$ cat config.mk
export PLATFORM = sky130hd
export DESIGN_NAME = control_fsm_flat
export DESIGN_NICKNAME = d
export VERILOG_FILES = /design/src/rtl/control_fsm_if.sv /design/src/rtl/control_fsm.sv /design/src/flat_wrapper.sv
export SDC_FILE = /design/constraint.sdc
export NUM_CORES = 1
export LEC_CHECK = 0
export ABC_AREA = 1
export BUFFER_PORTS_ARGS = -buffer_cell sky130_fd_sc_hd__buf_2
export CORE_AREA = 2 2 39 41
export CTS_CLUSTER_SIZE = 16
export DETAILED_ROUTE_END_ITERATION = 7
export DIE_AREA = 0 0 41 43
export HOLD_SLACK_MARGIN = 0.08
export PLACE_DENSITY = 0.74
export SLEW_MARGIN = 10
export SYNTH_ARGS = -nofsm -noshare
export SYNTH_HDL_FRONTEND = slang
export SYNTH_SLANG_ARGS = --single-unit
$ cat constraint.sdc
create_clock -name clk -period 1.7 [get_ports clk]
set_input_delay 0.085 -clock clk [delete_from_list [all_inputs] [get_ports clk]]
set_output_delay 0.085 -clock clk [all_outputs]
set_load 0.01 [all_outputs]
$ cat src/rtl/control_fsm_if.sv
// Control bundle between the multi-cycle control unit and the shared RV32I datapath.
// Instruction fields and the zero flag flow in; enables, selects and debug state flow out.
interface control_fsm_if;
    logic [6:0] op;
    logic [2:0] funct3;
    logic       funct7b5;
    logic       zero;
    logic       pc_write;
    logic       adr_src;
    logic       mem_write;
    logic       ir_write;
    logic [1:0] result_src;
    logic [1:0] alu_src_a;
    logic [1:0] alu_src_b;
    logic [2:0] alu_control;
    logic       reg_write;
    logic [1:0] imm_src;
    logic [3:0] state;
    logic       illegal_op;

    modport master (
        input  op, funct3, funct7b5, zero,
        output pc_write, adr_src, mem_write, ir_write, result_src, alu_src_a, alu_src_b,
               alu_control, reg_write, imm_src, state, illegal_op
    );

    modport slave (
        output op, funct3, funct7b5, zero,
        input  pc_write, adr_src, mem_write, ir_write, result_src, alu_src_a, alu_src_b,
               alu_control, reg_write, imm_src, state, illegal_op
    );
endinterface

$ cat src/rtl/control_fsm.sv
// Multi-cycle RV32I main control: Moore sequencer plus ALU and immediate-format decoders.
// Sole driver of datapath write enables; all of them are held low while reset is high.
module control_fsm (
    input  logic          clk,
    input  logic          reset,
    control_fsm_if.master bus
);
    localparam logic [3:0] StFetch    = 4'd0;
    localparam logic [3:0] StDecode   = 4'd1;
    localparam logic [3:0] StMemAdr   = 4'd2;
    localparam logic [3:0] StMemRead  = 4'd3;
    localparam logic [3:0] StMemWb    = 4'd4;
    localparam logic [3:0] StMemWrite = 4'd5;
    localparam logic [3:0] StExecR    = 4'd6;
    localparam logic [3:0] StAluWb    = 4'd7;
    localparam logic [3:0] StExecI    = 4'd8;
    localparam logic [3:0] StJal      = 4'd9;
    localparam logic [3:0] StBeq      = 4'd10;

    localparam logic [6:0] OpLoad  = 7'b0000011;
    localparam logic [6:0] OpStore = 7'b0100011;
    localparam logic [6:0] OpRtype = 7'b0110011;
    localparam logic [6:0] OpItype = 7'b0010011;
    localparam logic [6:0] OpJal   = 7'b1101111;
    localparam logic [6:0] OpBeq   = 7'b1100011;

    localparam logic [1:0] AluOpAdd   = 2'b00;
    localparam logic [1:0] AluOpSub   = 2'b01;
    localparam logic [1:0] AluOpFunct = 2'b10;

    logic [3:0] r_state;
    logic [3:0] w_state_dec;
    logic [3:0] w_state_next;
    logic [1:0] w_alu_op;
    logic       w_pc_update;
    logic       w_branch;
    logic       w_illegal;
    logic       w_ir_write;
    logic       w_mem_write;
    logic       w_reg_write;

    always_ff @(posedge clk) begin
        if (reset) begin
            r_state <= StFetch;
        end else begin
            r_state <= w_state_next;
        end
    end

    // Under reset the outputs decode as FETCH whatever state the register holds.
    assign w_state_dec = reset ? StFetch : r_state;

    always_comb begin
        w_state_next   = StFetch;
        w_alu_op       = AluOpAdd;
        w_pc_update    = 1'b0;
        w_branch       = 1'b0;
        w_illegal      = 1'b0;
        w_ir_write     = 1'b0;
        w_mem_write    = 1'b0;
        w_reg_write    = 1'b0;
        bus.adr_src    = 1'b0;
        bus.result_src = 2'b00;
        bus.alu_src_a  = 2'b00;
        bus.alu_src_b  = 2'b00;
        case (w_state_dec)
            StFetch: begin
                w_ir_write     = 1'b1;
                w_pc_update    = 1'b1;
                bus.alu_src_b  = 2'b10;
                bus.result_src = 2'b10;
                w_state_next   = StDecode;
            end
            StDecode: begin
                bus.alu_src_a = 2'b01;
                bus.alu_src_b = 2'b01;
                case (bus.op)
                    OpLoad, OpStore: w_state_next = StMemAdr;
                    OpRtype:         w_state_next = StExecR;
                    OpItype:         w_state_next = StExecI;
                    OpJal:           w_state_next = StJal;
                    OpBeq:           w_state_next = StBeq;
                    default:         w_illegal    = 1'b1;
                endcase
            end
            StMemAdr: begin
                bus.alu_src_a = 2'b10;
                bus.alu_src_b = 2'b01;
                w_state_next  = bus.op[5] ? StMemWrite : StMemRead;
            end
            StMemRead: begin
                bus.adr_src  = 1'b1;
                w_state_next = StMemWb;
            end
            StMemWb: begin
                bus.result_src = 2'b01;
                w_reg_write    = 1'b1;
            end
            StMemWrite: begin
                bus.adr_src = 1'b1;
                w_mem_write = 1'b1;
            end
            StExecR: begin
                bus.alu_src_a = 2'b10;
                w_alu_op      = AluOpFunct;
                w_state_next  = StAluWb;
            end
            StExecI: begin
                bus.alu_src_a = 2'b10;
                bus.alu_src_b = 2'b01;
                w_alu_op      = AluOpFunct;
                w_state_next  = StAluWb;
            end
            StAluWb: w_reg_write = 1'b1;
            StJal: begin
                bus.alu_src_a = 2'b01;
                bus.alu_src_b = 2'b10;
                w_pc_update   = 1'b1;
                w_state_next  = StAluWb;
            end
            StBeq: begin
                bus.alu_src_a = 2'b10;
                w_alu_op      = AluOpSub;
                w_branch      = 1'b1;
            end
            default: w_state_next = StFetch;
        endcase
    end

    always_comb begin
        bus.alu_control = 3'b000;
        case (w_alu_op)
            AluOpSub: bus.alu_control = 3'b001;
            AluOpFunct: begin
                case (bus.funct3)
                    3'b000:  bus.alu_control = (bus.op[5] & bus.funct7b5) ? 3'b001 : 3'b000;
                    3'b010:  bus.alu_control = 3'b101;
                    3'b110:  bus.alu_control = 3'b011;
                    3'b111:  bus.alu_control = 3'b010;
                    default: bus.alu_control = 3'b000;
                endcase
            end
            default: bus.alu_control = 3'b000;
        endcase
    end

    always_comb begin
        case (bus.op)
            OpStore: bus.imm_src = 2'b01;
            OpBeq:   bus.imm_src = 2'b10;
            OpJal:   bus.imm_src = 2'b11;
            default: bus.imm_src = 2'b00;
        endcase
    end

    assign bus.pc_write   = ~reset & (w_pc_update | (w_branch & bus.zero));
    assign bus.ir_write   = ~reset & w_ir_write;
    assign bus.mem_write  = ~reset & w_mem_write;
    assign bus.reg_write  = ~reset & w_reg_write;
    assign bus.illegal_op = ~reset & w_illegal;
    assign bus.state      = r_state;
endmodule

$ cat src/flat_wrapper.sv
// flat-port wrapper written by rule: the top's interface ports become plain ports
module control_fsm_flat 
  (clk, reset, bus_op, bus_funct3, bus_funct7b5, bus_zero, bus_pc_write, bus_adr_src, bus_mem_write, bus_ir_write, bus_result_src, bus_alu_src_a, bus_alu_src_b, bus_alu_control, bus_reg_write, bus_imm_src, bus_state, bus_illegal_op);
  control_fsm_if bus_i ();
  input  logic clk;
  input  logic reset;
  input wire logic [$bits(bus_i.op)-1:0] bus_op;
  input wire logic [$bits(bus_i.funct3)-1:0] bus_funct3;
  input wire logic [$bits(bus_i.funct7b5)-1:0] bus_funct7b5;
  input wire logic [$bits(bus_i.zero)-1:0] bus_zero;
  output wire logic [$bits(bus_i.pc_write)-1:0] bus_pc_write;
  output wire logic [$bits(bus_i.adr_src)-1:0] bus_adr_src;
  output wire logic [$bits(bus_i.mem_write)-1:0] bus_mem_write;
  output wire logic [$bits(bus_i.ir_write)-1:0] bus_ir_write;
  output wire logic [$bits(bus_i.result_src)-1:0] bus_result_src;
  output wire logic [$bits(bus_i.alu_src_a)-1:0] bus_alu_src_a;
  output wire logic [$bits(bus_i.alu_src_b)-1:0] bus_alu_src_b;
  output wire logic [$bits(bus_i.alu_control)-1:0] bus_alu_control;
  output wire logic [$bits(bus_i.reg_write)-1:0] bus_reg_write;
  output wire logic [$bits(bus_i.imm_src)-1:0] bus_imm_src;
  output wire logic [$bits(bus_i.state)-1:0] bus_state;
  output wire logic [$bits(bus_i.illegal_op)-1:0] bus_illegal_op;
  assign bus_i.op = bus_op;
  assign bus_i.funct3 = bus_funct3;
  assign bus_i.funct7b5 = bus_funct7b5;
  assign bus_i.zero = bus_zero;
  assign bus_pc_write = bus_i.pc_write;
  assign bus_adr_src = bus_i.adr_src;
  assign bus_mem_write = bus_i.mem_write;
  assign bus_ir_write = bus_i.ir_write;
  assign bus_result_src = bus_i.result_src;
  assign bus_alu_src_a = bus_i.alu_src_a;
  assign bus_alu_src_b = bus_i.alu_src_b;
  assign bus_alu_control = bus_i.alu_control;
  assign bus_reg_write = bus_i.reg_write;
  assign bus_imm_src = bus_i.imm_src;
  assign bus_state = bus_i.state;
  assign bus_illegal_op = bus_i.illegal_op;
  control_fsm u_core (.clk(clk), .reset(reset), .bus(bus_i));
endmodule
==> metrics.md, run 1 <==
| Metric | Value |
|---|---|
| Status | `complete, but fails checks` |
| Failing checks | `negative setup slack` |
| Final setup violation count | `2` |
| Hold Path Class | `in2reg` |
| Worst path required time | `roughly 1.6 ns` |
| I/O pin total | `35` |
| Critical-path cell list | `nand2_2 > nor2_4 > nand2_2 > nand2_4 > ha_4 > inv_2 > buf_6 > nor4_4 > buf_2` |
| Reg2Reg Depth | `9` |
| CTS root buffer | `clkbuf_4` |
| Vias post-DR | `slightly above 800` |
| Power Total | `311.8 uW` |
| Arrival @ worst endpoint | `between 1.5 and 2 ns` |
| Non-Filler Instances | `170` |
| Worst-margin pin slew | `about 0.31 ns` |
| Max frequency | `roughly 560 MHz` |
| Mapped Area | `504.2 um^2` |
| Hold Violations, Final | `0` |
| # rows | `14` |
| Crit path time final | `1.787 ns` |
| EDFF count, synth | `0` |
| Cell count after synthesis | `between 90 and 100` |
| Slowest CP cell | `dfxtp_4` |
| Final WS setup | `-0.08665 ns` |
| FF+latch count, synth | `4` |
| Int Power | `209.5 uW` |
| Net Switching | `102.3 uW` |
| Synth top area share | `21.59%` |
| Die area | `1763 um^2` |
| RSZ-0062 raised after global routing | `yes` |
| Final ANT Viol Nets | `0` |
| Starting Density | `36.44%` |
| Utilization after layout | `70.25%` |
| Largest fanout on the critical path | `3` |
| Pin count of the biggest net entering global routing | `7` |
| Slew headroom | `78.95%` |
| Port Buffers | `34` |
| Top FF cell, synth | `dfxtp_1` |
| Hold_ws | `approximately 0.17 ns` |
| Most frequent cells after synthesis | `29 x nand2_1, 20 x nor2_1, 17 x inv_1` |
| Die width | `41 um` |
| GP Congestion | `0.8044` |
| CTS Hold Bufs | `0` |
| Die H | `43 um` |
| Sequential cell area fraction in the yosys report | `15.88%` |
| Initial antenna violation count | `0` |
| Synthesis-to-finish area growth | `92.80%` |
| Filler Cell Count | `141` |
| Pins Over Slew Limit | `0` |
| Critical Path Sink Type | `output pin` |
| Core area | `1384 um^2` |
| Ant diodes | `0` |
| Clock-pin slew of the registers on the worst-case setup and hold paths | `0.04 ns` |
| Net count, final | `172` |
| Pwr dens | `320.7 nW/um^2` |
| Leak Pwr | `a little under 0.0006 uW` |
| Vias in the first global route | `660` |
| Avg Cell Area, Syn | `5.093 um^2` |
| CP startpoint | `u_core.bus.state[2]` |
| Max stage delay on crit path | `roughly 0.36 ns` |
| Grt ovf | `0` |
| H-tree lvl count | `1` |
| Clock share of power | `39.8%` |
| Logic pwr share | `28.9%` |
| Post-synth cell types | `17` |
| Max reg flops | `4` |
| Iter 0 DRT Violations | `28` |
| Top area cells in the synthesized netlist | `nand2_1 22%, dfxtp_1 16%, nor2_1 15%` |
| Max Cap Violations | `0` |
| Critical path class | `reg2out` |
| Worst VDD drop | `0.2823 mV` |
| Post-Route WL | `2066 um` |
| TritonRoute pass-1 iters | `4` |
| Clock Skews | `between 0.01 and 0.015 ns` |
| WHS Path Cells | `3` |
| Share of cells above drive strength 1 | `a little over half` |
| Clk_lat worst skew | `~0.24 ns` |
| Num Clock Sinks | `4` |
| Syn nets | `115` |
| Count leader, synth | `nand2_1` |
| Worst reg2reg startpoint | `u_core.bus.state[1]` |
| TritonCTS Buffers | `3` |
| Crit path max-delay family | `simple AND/OR/NAND/NOR gates` |
| Switching share of power | `32.80%` |
| Dominant cell type by area after synthesis | `nand2_1` |
| Buf/Inv on CP | `3` |
| First-pass GRT wire length | `approximately 2500 um` |
| Yosys warns | `0` |
| Critical hold path startpoint | `bus_op[5]` |
| Dpl cells | `152` |
| CTS max path bufs | `2` |
| Critical path launch point type | `flip-flop` |
| Ys async rst share | `0%` |
| Drt via density | `just under 5` |
| Final Cycle Share | `105.1%` |
| CP dominant cell by count | `nand2_2` |
| CTS tree | `built` |
| Critical path depth in cells | `9` |
| Sequential power share | `31.2%` |
| # DRC | `0` |
| Setup_tns | `-0.1201 ns` |
| All-Layer GR Usage | `about a fifth` |
| WL per Instance | `12.15 um` |
| Placed wire-length estimate | `1217 um` |
==> metrics by stage <==
stage	worst slack (ns)	cell area, um^2
finish	-0.08665	972.2
global route	-0.1597	972.2
CTS	-0.03155	873.3
detailed placement	0.03170	723.2
global placement	0.05391	723.2
floorplan	0.05951	510.5
==> final timing paths <==
check / to / slack (ns)
worst max-delay path: bus_alu_control[2] / -0.09
worst min-delay path: u_core.bus.state[2] / 0.17
worst max register to register: u_core.bus.state[1] / 0.45
worst min register to register: u_core.bus.state[0] / 0.73
==> worst min-delay path, cell delays in order <==
cell	delay (ns)
buf_2	0.14
nand3_1	0.08
nand3_1	0.06
==> layout by cell type (no fill, tap or decap), types with 4 or more instances in the layout <==
cell type and instances:
nand2_1 23, nand2_2 4, buf_2 34, nand3_1 6
nor2_4 4, inv_2 7, inv_1 12, o21ai_0 4
buf_4 17, nor2_1 17
==> power groups by stage <==
| stage | sequential [uW] | combinational [uW] | clock (uW) |
|---|---|---|---|
| after floorplan | 102 | 38.3 | 0 |
| after global placement | 100 | 79.1 | 0 |
| after detailed placement | 101 | 80.5 | 0 |
| after CTS | 97.5 | 84.5 | 128 |
| after global routing | 97.6 | 101 | 136 |
| final | 97.4 | 90.2 | 124 |
==> cell families after synthesis <==
| group | count (synthesis) | share of synthesized area [%] |
|---|---|---|
| buffers and inverters | 19 | 14.14 |
| AOI/OAI and AO/OA | 10 | 10.17 |
| DFF | 4 | 15.88 |
| and+or+nand+nor | 64 | 54.84 |
| adders and majority gates | 2 | 4.962 |
==> per-layer routing <==
layer | vias to the layer above | global-route usage [%] | share of wire, %
li1 | 418 | - | -
met1 | 362 | 21.86 | 37
met2 | 37 | 34.06 | 57
met3 | 0 | 6.806 | 5.3
met4 | 0 | 8.667 | 0
met5 | - | 0 | 0
==> layout make-up <==
type,count,area (um^2),area share [%]
repair buffers,52,309.0,31.79
clock buffers,3,22.52,2.317
multi-input cells,76,456.7,46.98
well taps,16,20.02,2.059
inverters,19,71.32,7.336
flip-flops and latches,4,92.59,9.524
==> what timing repair did <==
action,CTS,global route
setup buffers,9,6
setup endpoints to repair,3,4
pin swaps,7,10
gates resized for setup,24,12
No activity file was read; power rests on OpenSTA's default activity.
==> run 2, diff against run 1 <==
--- a/config.mk
+++ b/config.mk
@@ -13,6 +13,7 @@
 export DIE_AREA = 0 0 41 43
 export HOLD_SLACK_MARGIN = 0.08
 export PLACE_DENSITY = 0.74
+export REMOVE_ABC_BUFFERS = 1
 export SLEW_MARGIN = 10
 export SYNTH_ARGS = -nofsm -noshare
 export SYNTH_HDL_FRONTEND = slang
==> metrics.md, run 2 (synthesized netlist as in run 1, its figures left out) <==
| Metric | Value |
|---|---|
| Starting Density | `36.44%` |
| Buf/Inv on CP | `3` |
| Vias post-DR | `812` |
| RSZ-0062 raised after global routing | `yes` |
| Largest fanout on the critical path | `3` |
| Critical path launch point type | `flip-flop` |
| GP Congestion | `0.7970` |
| Placed wire-length estimate | `1298 um` |
| Hold endpoint | `u_core.bus.state[2]` |
| Synthesis-to-finish area growth | `88.59%` |
| Iter 0 DRT Violations | `14` |
| I/O pin total | `35` |
| TritonCTS Buffers | `3` |
| Leak Pwr | `~0.00056 uW` |
| Final ANT Viol Nets | `0` |
| Critical-path cell list | `buf_12 > nor2_4 > nand2_2 > nand2_4 > inv_2 > ha_4 > nor4_4 > buf_2` |
| Sequential power share | `31.7%` |
| WHS Path Cells | `3` |
| # DRC | `0` |
| Critical Path Sink Type | `output pin` |
| Failing checks | `negative setup slack` |
| Final WS setup | `-0.07384 ns` |
| Reg2Reg Depth | `9` |
| Pwr dens | `325.4 nW/um^2` |
| Slew headroom | `between 70% and 80%` |
| Worst VDD drop | `0.3728 mV` |
| Crit path max-delay family | `simple AND/OR/NAND/NOR gates` |
| Net Switching | `97.56 uW` |
| Core area | `1384 um^2` |
| WL per Instance | `11.58 um` |
| Clock-pin slew of the registers on the worst-case setup and hold paths | `0.04 ns` |
| Drt via density | `4.921` |
| Hold Violations, Final | `0` |
| Status | `complete, but fails checks` |
| Ant diodes | `0` |
| Final Cycle Share | `104.3%` |
| FF/Latch Area | `roughly 89 um^2` |
| Most frequent cells in the layout | `33 x buf_2, 23 x nand2_1, 17 x nor2_1` |
| Port Buffers | `34` |
| Initial antenna violation count | `0` |
| Filler Cell Count | `120` |
| All-Layer GR Usage | `23.69%` |
| Worst reg2reg startpoint | `u_core.bus.state[2]` |
| Critical path class | `reg2out` |
| CTS max path bufs | `2` |
| Crit path time final | `1.774 ns` |
| R2R setup slack | `0.31 ns` |
| Max Cap Violations | `0` |
| Slowest CP cell | `dfxtp_4` |
| Final setup violation count | `2` |
| Utilization after layout | `68.72%` |
| Post-Route WL | `1910 um` |
| CTS root buffer | `clkbuf_4` |
| Int Power | `211.9 uW` |
| Critical hold path startpoint | `bus_op[5]` |
| Area occupied by multi-input gates | `447.9 um^2` |
| Max reg flops | `4` |
| Hold Path Class | `in2reg` |
| Grt ovf | `0` |
| Net count, final | `167` |
| # rows | `14` |
| Pins Over Slew Limit | `0` |
| Switching share of power | `31.53%` |
| H-tree lvl count | `1` |
| Max stage delay on crit path | `0.35 ns` |
| Hold_ws | `0.1669 ns` |
| TritonRoute pass-1 iters | `4` |
| First-pass GRT wire length | `2898 um` |
| Pin count of the biggest net entering global routing | `7` |
| Clk_lat worst skew | `0.24 ns` |
| Worst-margin pin slew | `0.3198 ns` |
| Commonest non-fill, non-tap cell in the layout | `buf_2` |
| Die H | `roughly 43 um` |
| Vias in the first global route | `758` |
| Clock share of power | `38.3%` |
| Arrival @ worst endpoint | `about 1.7 ns` |
| CTS tree | `built` |
| Logic pwr share | `approximately 30%` |
| Share of cells above drive strength 1 | `53.02%` |
| Max frequency | `563.7 MHz` |
| Num Clock Sinks | `4` |
| Reg2Reg Capture Point | `u_core.bus.state[0]` |
| Die area | `1763 um^2` |
| Clock Skews | `0.008093 ns` |
| Critical path depth in cells | `8` |
| Die width | `41 um` |
| Worst path required time | `between 1.5 and 2 ns` |
run 2: worst max path at each step:
stage	start	to	slack [ns]
after global placement	u_core.bus.state[1]	bus_alu_control[2]	0.07
after global routing	u_core.bus.state[2]	bus_alu_control[0]	-0.16
after floorplan	u_core.bus.state[0]	bus_alu_control[2]	-0.02
after CTS	u_core.bus.state[1]	bus_alu_control[2]	-0.008
final	u_core.bus.state[2]	bus_alu_control[2]	-0.07
after detailed placement	u_core.bus.state[1]	bus_alu_control[2]	-0.02
run 2: per-layer routing:
metal / routed length (um) / GRT usage, % / vias up
met5: 0 / 0 / -
met4: 31 / 12.67 / 0
met3: 95 / 6.806 / 4
met2: 1051 / 43.13 / 29
met1: 730 / 21.22 / 365
li1: - / - / 414
run 2: timing repair:
action	4_1_cts	5_1_grt
hold buffers	0	0
gates resized for setup	21	17
pin swaps	7	8
endpoints found under the setup margin	3	4
buffers inserted	10	4
run 2: area by class of cell:
cell class | instances | share of cell area [%]
tap | 16 | 2.105
clock buffer | 3 | 2.368
inverter | 19 | 7.763
timing repair buffer | 47 | 31.32
multi-input combinational | 76 | 47.11
sequential | 4 | 9.342
run 2: tightest hold or removal path, stage by stage:
cell and delay (ns):
buf_2 0.14, nand3_1 0.08, nand3_1 0.07
run 2: power groups by stage:
stage               clock (uW)  sequential (uW)  combinational, uW
floorplan                    0              102               38.0
global placement             0              101               78.3
detailed placement           0              101               80.9
CTS                        120             97.1               85.0
global route               130             98.2                104
finish                     119             98.1               92.8
run 2: metrics by stage:
step                 TNS (ns)  area [um^2]  total power [uW]  worst slack [ns]  instances
CTS                 -0.008369        873.3             302.0         -0.008369        165
global route          -0.2887        950.9             331.8           -0.1581        165
floorplan            -0.02109        504.2             139.6          -0.02109         99
finish                -0.1095        950.9             309.4          -0.07384        165
detailed placement   -0.01903        716.9             181.5          -0.01903        152
global placement            0        716.9             178.8           0.06539        152
